### src/rtl/button_debounce_pair_if.sv
// Purpose: bundles the two raw button inputs and their conditioned outputs.
// Latency: none; this is wiring only.
// Backpressure: none; every signal is a plain level or a one-cycle pulse.
//
// Signals:
//   btn1, btn2                  raw active-low buttons (0 = pressed), asynchronous
//   btn1_db, btn2_db            debounced levels, active-low like the raw inputs
//   btn1_press, btn2_press      one-cycle pulse when the debounced level goes 1->0
//   btn1_release, btn2_release  one-cycle pulse when the debounced level goes 0->1
// Modports: master drives the raw buttons and observes the results;
//           slave is the conditioner itself.
interface button_debounce_pair_if;
  logic btn1;
  logic btn2;
  logic btn1_db;
  logic btn2_db;
  logic btn1_press;
  logic btn1_release;
  logic btn2_press;
  logic btn2_release;

  modport master (
    output btn1,
    output btn2,
    input  btn1_db,
    input  btn2_db,
    input  btn1_press,
    input  btn1_release,
    input  btn2_press,
    input  btn2_release
  );

  modport slave (
    input  btn1,
    input  btn2,
    output btn1_db,
    output btn2_db,
    output btn1_press,
    output btn1_release,
    output btn2_press,
    output btn2_release
  );
endinterface

### src/rtl/button_debounce_pair.sv
// Purpose: two independent push-button conditioners (sync + debounce + edge pulses).
// Latency: a clean raw edge at cycle t moves the debounced level at edge t+DEBOUNCE_CYCLES+3.
// Backpressure: none; outputs are free-running registered levels and pulses.
//
// Ports:
//   clk   system clock, single domain
//   rst   synchronous active-high reset; forces every channel to "released"
//   bus   button_debounce_pair_if.slave: raw btn1/btn2 in; *_db levels and
//         *_press / *_release one-cycle pulses out
module button_debounce_pair #(
  parameter int DEBOUNCE_CYCLES = 270000,
  parameter int CNT_W           = 19
) (
  input  logic                         clk,
  input  logic                         rst,
  button_debounce_pair_if.slave        bus
);

  // REL/WAIT_P present db=1, PRS/WAIT_R present db=0.
  typedef enum logic [1:0] {
    REL    = 2'b00,
    WAIT_P = 2'b01,
    PRS    = 2'b10,
    WAIT_R = 2'b11
  } state_t;

  // Last counter value before a level is accepted; the counter never
  // exceeds this, so it cannot wrap.
  localparam logic [CNT_W-1:0] CNT_MAX = CNT_W'(DEBOUNCE_CYCLES - 1);

  logic [1:0] raw;
  logic [1:0] db;
  logic [1:0] press;
  logic [1:0] rel;

  assign raw = {bus.btn2, bus.btn1};

  for (genvar g = 0; g < 2; g++) begin : g_chan
    logic             s1;
    logic             s2;
    state_t           state_q;
    state_t           state_d;
    logic [CNT_W-1:0] cnt_q;
    logic [CNT_W-1:0] cnt_d;
    logic             db_q;
    logic             db_d;
    logic             press_q;
    logic             press_d;
    logic             rel_q;
    logic             rel_d;

    // Two-flop synchroniser; resets to the released level so a held button
    // is seen as a fresh press once reset lifts.
    always_ff @(posedge clk) begin
      if (rst) begin
        s1 <= 1'b1;
        s2 <= 1'b1;
      end else begin
        s1 <= raw[g];
        s2 <= s1;
      end
    end

    always_ff @(posedge clk) begin
      if (rst) begin
        state_q <= REL;
        cnt_q   <= '0;
        db_q    <= 1'b1;
        press_q <= 1'b0;
        rel_q   <= 1'b0;
      end else begin
        state_q <= state_d;
        cnt_q   <= cnt_d;
        db_q    <= db_d;
        press_q <= press_d;
        rel_q   <= rel_d;
      end
    end

    // Any reversal of s2 while waiting drops back to the settled state with
    // the counter cleared, so the full count restarts on the next change.
    always_comb begin
      state_d = state_q;
      cnt_d   = cnt_q;
      press_d = 1'b0;
      rel_d   = 1'b0;
      case (state_q)
        REL: begin
          if (!s2) begin
            state_d = WAIT_P;
            cnt_d   = '0;
          end
        end
        WAIT_P: begin
          if (s2) begin
            state_d = REL;
            cnt_d   = '0;
          end else if (cnt_q == CNT_MAX) begin
            state_d = PRS;
            press_d = 1'b1;
            cnt_d   = '0;
          end else begin
            cnt_d = cnt_q + 1'b1;
          end
        end
        PRS: begin
          if (s2) begin
            state_d = WAIT_R;
            cnt_d   = '0;
          end
        end
        WAIT_R: begin
          if (!s2) begin
            state_d = PRS;
            cnt_d   = '0;
          end else if (cnt_q == CNT_MAX) begin
            state_d = REL;
            rel_d   = 1'b1;
            cnt_d   = '0;
          end else begin
            cnt_d = cnt_q + 1'b1;
          end
        end
        default: begin
          state_d = REL;
          cnt_d   = '0;
        end
      endcase
      // The db flop follows the next state so the level and its pulse
      // change on the same edge.
      db_d = (state_d == REL) || (state_d == WAIT_P);
    end

    assign db[g]    = db_q;
    assign press[g] = press_q;
    assign rel[g]   = rel_q;
  end

  assign bus.btn1_db      = db[0];
  assign bus.btn2_db      = db[1];
  assign bus.btn1_press   = press[0];
  assign bus.btn2_press   = press[1];
  assign bus.btn1_release = rel[0];
  assign bus.btn2_release = rel[1];

endmodule

### src/flat_wrapper.sv
// flat-port wrapper written by rule: the top's interface ports become plain ports
module button_debounce_pair_flat 
#(
  parameter int DEBOUNCE_CYCLES = 270000,
  parameter int CNT_W           = 19
)
  (clk, rst, bus_btn1, bus_btn2, bus_btn1_db, bus_btn2_db, bus_btn1_press, bus_btn1_release, bus_btn2_press, bus_btn2_release);
  button_debounce_pair_if bus_i ();
  input  logic clk;
  input  logic rst;
  input wire logic [$bits(bus_i.btn1)-1:0] bus_btn1;
  input wire logic [$bits(bus_i.btn2)-1:0] bus_btn2;
  output wire logic [$bits(bus_i.btn1_db)-1:0] bus_btn1_db;
  output wire logic [$bits(bus_i.btn2_db)-1:0] bus_btn2_db;
  output wire logic [$bits(bus_i.btn1_press)-1:0] bus_btn1_press;
  output wire logic [$bits(bus_i.btn1_release)-1:0] bus_btn1_release;
  output wire logic [$bits(bus_i.btn2_press)-1:0] bus_btn2_press;
  output wire logic [$bits(bus_i.btn2_release)-1:0] bus_btn2_release;
  assign bus_i.btn1 = bus_btn1;
  assign bus_i.btn2 = bus_btn2;
  assign bus_btn1_db = bus_i.btn1_db;
  assign bus_btn2_db = bus_i.btn2_db;
  assign bus_btn1_press = bus_i.btn1_press;
  assign bus_btn1_release = bus_i.btn1_release;
  assign bus_btn2_press = bus_i.btn2_press;
  assign bus_btn2_release = bus_i.btn2_release;
  button_debounce_pair #(.DEBOUNCE_CYCLES(DEBOUNCE_CYCLES), .CNT_W(CNT_W)) u_core (.clk(clk), .rst(rst), .bus(bus_i));
endmodule
### config.mk
export PLATFORM = sky130hd
export DESIGN_NAME = button_debounce_pair_flat
export DESIGN_NICKNAME = d
export VERILOG_FILES = /design/src/rtl/button_debounce_pair_if.sv /design/src/rtl/button_debounce_pair.sv /design/src/flat_wrapper.sv
export SDC_FILE = /design/constraint.sdc
export NUM_CORES = 1
export LEC_CHECK = 0
export CORE_ASPECT_RATIO = 1.4
export CORE_UTILIZATION = 45
export CTS_BUF_LIST = sky130_fd_sc_hd__clkbuf_4
export DETAILED_ROUTE_END_ITERATION = 10
export PLACE_DENSITY = 0.73
export SLEW_MARGIN = 20
export SYNTH_ARGS = -nofsm -noshare
export SYNTH_HDL_FRONTEND = slang
export SYNTH_SLANG_ARGS = --single-unit
### constraint.sdc
create_clock -name clk -period 2.5 [get_ports clk]
set_clock_uncertainty 0.15 [all_clocks]
set_input_delay 0.75 -clock clk [delete_from_list [all_inputs] [get_ports clk]]
set_output_delay 0.75 -clock clk [all_outputs]
set_load 0.01 [all_outputs]
# Word level (Yosys, flattened, before mapping)
# Index checks and enable logic that the tools add are counted.
[totals]
regBits = 52
inputBits = 4
out_inout_bits = 6
[classes]
n_reduce_logical = 12
add_sub_neg = 2
mux = 28
bitwise_logic = 6
n_eq_ne = 14
[op_table]
columns = ["op", "n"]
rows = [
  ["19-bit two-way mux", 10],
  ["19-bit case mux with 4 select lines", 2],
  ["19-bit by 1-bit adder with 19-bit output (second input constant)", 2],
  ["19-bit equality test (second input constant)", 2],
  ["2-bit two-way mux", 12],
  ["2-bit case mux with 4 select lines", 2],
  ["3-bit OR reduction", 4],
  ["2-bit by 1-bit equality test with 1-bit output (second input constant)", 4],
  ["2-bit equality test (second input constant)", 4],
  ["2-bit logical NOT", 4],
  ["1-bit NOT", 6],
  ["2-bit by 1-bit != test with 1-bit output (second input constant)", 2],
  ["2-bit != test (second input constant)", 2],
  ["2-bit AND reduction", 2],
  ["1-bit logical OR", 2],
  ["1-bit two-way mux", 2],
]

# Longest topological paths before layout
[depth]
ltp_word = 6
ltp_mapped = 7
ltp_nobuf = 6

# Least setup slack after synthesis
# No wires, ideal clock.
[synth_timing]
kind = "in2reg"
from = "input port rst"
to = "register u_core.g_chan[0].cnt_q[7]"
slack_ns = 0.093
setup_time_ns = 0.074
stages = 5
required_ns = 2.276
t_arrival_ns = 2.183
path_buffers = 2
path_cell_list = "clkdlybuf4s50_2 a211o_1 buf_6 or3_2 o21ai_0"
[synth_rtl]
columns = ["item", "line_no", "source"]
rows = [
  ["start, declared", "flat_wrapper.sv:10", "input logic rst;"],
  ["end signal, assigned", "button_debounce_pair.sv:73", "cnt_q <= cnt_d;"],
  ["end, declared", "button_debounce_pair.sv:43", "logic [CNT_W-1:0] cnt_q;"],
]

# Worst setup path after layout
[layout_timing]
from = "register u_core.g_chan[0].cnt_q[14]"
to = "register u_core.g_chan[0].cnt_q[16]"
[layout_via]
elab_chain_len = 4
elab_cells_between_ends = 6
[layout_rtl]
columns = ["item", "line_no", "source"]
rows = [
  ["19-bit by 1-bit adder with 19-bit output or 19-bit equality test (tied branches)", "--", ""],
  ["19-bit two-way mux *", "button_debounce_pair.sv:98, button_debounce_pair.sv:116", ""],
  ["19-bit two-way mux, on equally long branches", "button_debounce_pair.sv:113, button_debounce_pair.sv:95", ""],
  ["19-bit case mux with 4 select lines *", "button_debounce_pair.sv:87", "case (state_q)"],
]
# Every way passes the cells marked *; elsewhere a longest branch is shown, timed or not.
# A chain may end at the register's enable or synchronous reset.

==> impl_results.md <==
- NetSw: ~300 uW
- Setup WS pre-CTS: 0.0906 ns
- Critical path capture point type: flop
- Post-synthesis cell count: 278
- Main combinational cell family by area after synthesis: simple AND/OR/NAND/NOR gates
- Slew margin rel.: 73.4%
- Netlist Area Pre-Place: between 0.002 and 0.0025 mm2
- Maxcap violations: 0
- GPL Wtd Cong: 0.835
- CTS tree: yes
- Synth cell count leaders: 52 x dfxtp_1, 27 x nor2_1, 24 x nand2_1
- Worst Max-Slew Pin Slew: 0.396 ns
- Final non-filler cell total: around 370
- Status: complete, no violations
- Pwr Total: 1.27 mW
- Final Cycle Share: approximately nine tenths
- Lkg Pwr: 0.894 nW
- Final WS setup: around 0.24 ns
- Hold wc startpoint: u_core.g_chan[1].s1
- Arr. time, crit path: approximately 2.4 ns
- Final hold viol count: 0
- Die width: about 64 um
- Num rows: 31
- DR iter-0 viols: 98
- Hold endpoint: u_core.g_chan[1].s2
- Cts hold-fix bufs: 0
- Pin count of the biggest net entering global routing: 18
- Peak supply drop: 0.435 mV
- Initial Util: 47.0%
- Register area share after synthesis: between 40% and 50%
- Most common cell in the netlist: dfxtp_1
- Xor-xnor portion of the synthesized cell area: 6.51%
- Fin crit period: 2.26 ns
- Synth Area in Simple Gates: between 30% and 40%
- Setup TNS: 0 ns
- Sink Count: 52
- Wirelength per Cell: around 14 um
- Diodes inserted: 0
- Sw Share: 24.0%
- Hold Path Depth: 1
- Synth Net Count: 284
- Post-Synth Adder-Cell Area: under 10%
- RSZ-0062 raised after global routing: false
- Reg clk slew, reported paths: about 0.16 ns
- Worst R2R Path Depth: 6
- Ys async rst share: 0%
- Post-route ant nets: 0
- Most area-consuming cells after synthesis: dfxtp_1 43%, xnor2_1 5.4%, nand3_1 4.5%, nor2_1 4.2%, nand2_1 3.7%
- Total GRT Usage: between 10% and 20%
- Root Buffer: clkbuf_4
- Worst r2r dst: u_core.g_chan[0].cnt_q[16]
- IO buf count: 9
- DRC viols: 0
- Cell Pwr Density: approximately 470 mW/mm2
- Worst r2r src: u_core.g_chan[0].cnt_q[14]
- CTS Buf Count: 5
- Post-synth EDFFs: 0
- Top Ports: 10
- Register bit total from synthesis: 52
- Final number of setup-violating endpoints: 0
- Ys Warns: 0
- Core footprint: 0.00516 mm2
- Number of gates resized after CTS: 0
- Worst-Skew Late Latency: 0.37 ns
- Placed instance count: 358
- P_int: 962 uW
- Syn_area_per_cell: between 8 and 9 um2
- Vias: 2052
- Max frequency: 0.442 GHz
- Reg2Reg Setup Slack: 0.24 ns
- Flop pwr share: 66.1%
- Share of layout cells above drive strength 1: 11.3%
- Initial antenna violation count: 0
- Largest area contributor in the netlist: dfxtp_1
- Max-slew violations: 0
- Post-CTS Setup Bufs: 0
- First-pass DRT Iterations: 4
- Vias in the first global route: 1865
- Gr ovfl total: 0
- H-Tree Depth: 2
- Die H: 88.8 um
- CP Class: reg -> reg
- First-pass GRT wire length: 8030 um
- Final hold slack: 0.280 ns
- Final nets: between 300 and 400
- Ys flop type: dfxtp_1
- Clk pwr share: 30.1%
- Crit start category: flop
- Hpwl dp: 3550 um
- Worst-path maximum fanout: 9
- Synth Area in Compound Gates: 11.2%
- Final wirelength: between 4000 and 5000 um
- CP required: 2.63 ns
- DIE AREA: approximately 0.0057 mm2
- Area Overhead vs Synth: 11.6%
- Mux contribution to synthesized area: 1.65%
- Hold Crit Class: reg -> reg
- Synth top area share: 43.0%
- Vias/cell: around 5.6
- Logic pwr share: 3.8%
- Distinct cells, synth: 49
- CTS Buffer Depth: 2
routing by layer:
| metal | vias up | part of all wire, % | GRT usage, % |
|---|---|---|---|
| li1 | 1051 | - | - |
| met1 | 970 | 42 | 17.9 |
| met2 | 29 | 55 | 36.5 |
| met3 | 2 | 2.2 | 3.99 |
| met4 | 0 | 0.46 | 6.40 |
| met5 | - | 0 | 0 |
worst max-delay path, cell delays in order (launching register included):
cell and delay (ns):
dfxtp_1 0.38, or4b_4 0.56, nor4_4 0.32, buf_4 0.18, a211oi_2 0.06, buf_4 0.19, a221o_1 0.33
power by group through the flow:
stage	Clock (mW)	Sequential (mW)	Combinational [mW]
global placement	0	0.854	0.0475
global route	0.423	0.837	0.0520
finish	0.381	0.836	0.0481
CTS	0.394	0.836	0.0482
detailed placement	0	0.854	0.0480
floorplan	0	0.853	0.0319
kinds of logic (layout without fill, tap and decap cells):
logic type | Yosys count | after routing
flops | 52 | 52
compound gates | 43 | 43
buf+inv | 13 | 35
xor+xnor | 18 | 18
fa+ha+maj | 2 | 2
simple gates | 146 | 146
mux | 4 | 4
flip-flops by register name (all words and copies together), names as in the netlist:
name,flops
u_core.bus.btn2_press,1
u_core.g_chan.s2,2
u_core.g_chan.cnt_q,38
u_core.g_chan.state_q,4
u_core.g_chan.s1,2
u_core.bus.btn2_db,1
u_core.bus.btn1_db,1
u_core.bus.btn2_release,1
u_core.bus.btn1_release,1
u_core.bus.btn1_press,1
worst max path at each step:
stage	start	end	cells after the start
final	u_core.g_chan[0].cnt_q[14]	u_core.g_chan[0].cnt_q[16]	6
after CTS	u_core.g_chan[0].cnt_q[14]	u_core.g_chan[0].cnt_q[16]	6
after detailed placement	rst	u_core.g_chan[1].cnt_q[14]	6
after global routing	u_core.g_chan[1].cnt_q[1]	u_core.g_chan[1].cnt_q[9]	7
after global placement	rst	u_core.g_chan[1].cnt_q[16]	6
after floorplan	rst	u_core.g_chan[0].cnt_q[7]	5
metrics by stage:
stage               utilization [%]  instance area [um2]
CTS                            52.4                 2700
floorplan                         -                 2420
global route                   52.4                 2700
detailed placement             51.3                 2650
finish                         52.4                 2700
global placement               51.3                 2650
area by class of cell:
type                       instances  area, um2
inverter                           5       18.8
fill                             474       2460
multi-input combinational        213       1320
clock buffer                       5       37.5
tap                               66       82.6
sequential                        52       1040
timing repair buffer              22        188
clock inverter                     3       17.5
cell usage in the layout, fill, tap and decap left out, types with 3 or more instances in the layout:
master,instances
xor2_1,3
a21oi_1,14
buf_4,13
nor4_1,7
nand3_1,22
nor3_1,12
nand4_1,11
nand2_1,24
inv_1,5
mux2i_1,4
nor2_1,27
and4_1,4
or2_2,5
and3_1,5
clkdlybuf4s50_1,9
dfxtp_1,52
a22oi_1,3
o21ai_0,13
clkbuf_4,5
xnor2_1,15
(Power assumes the default switching activity.)
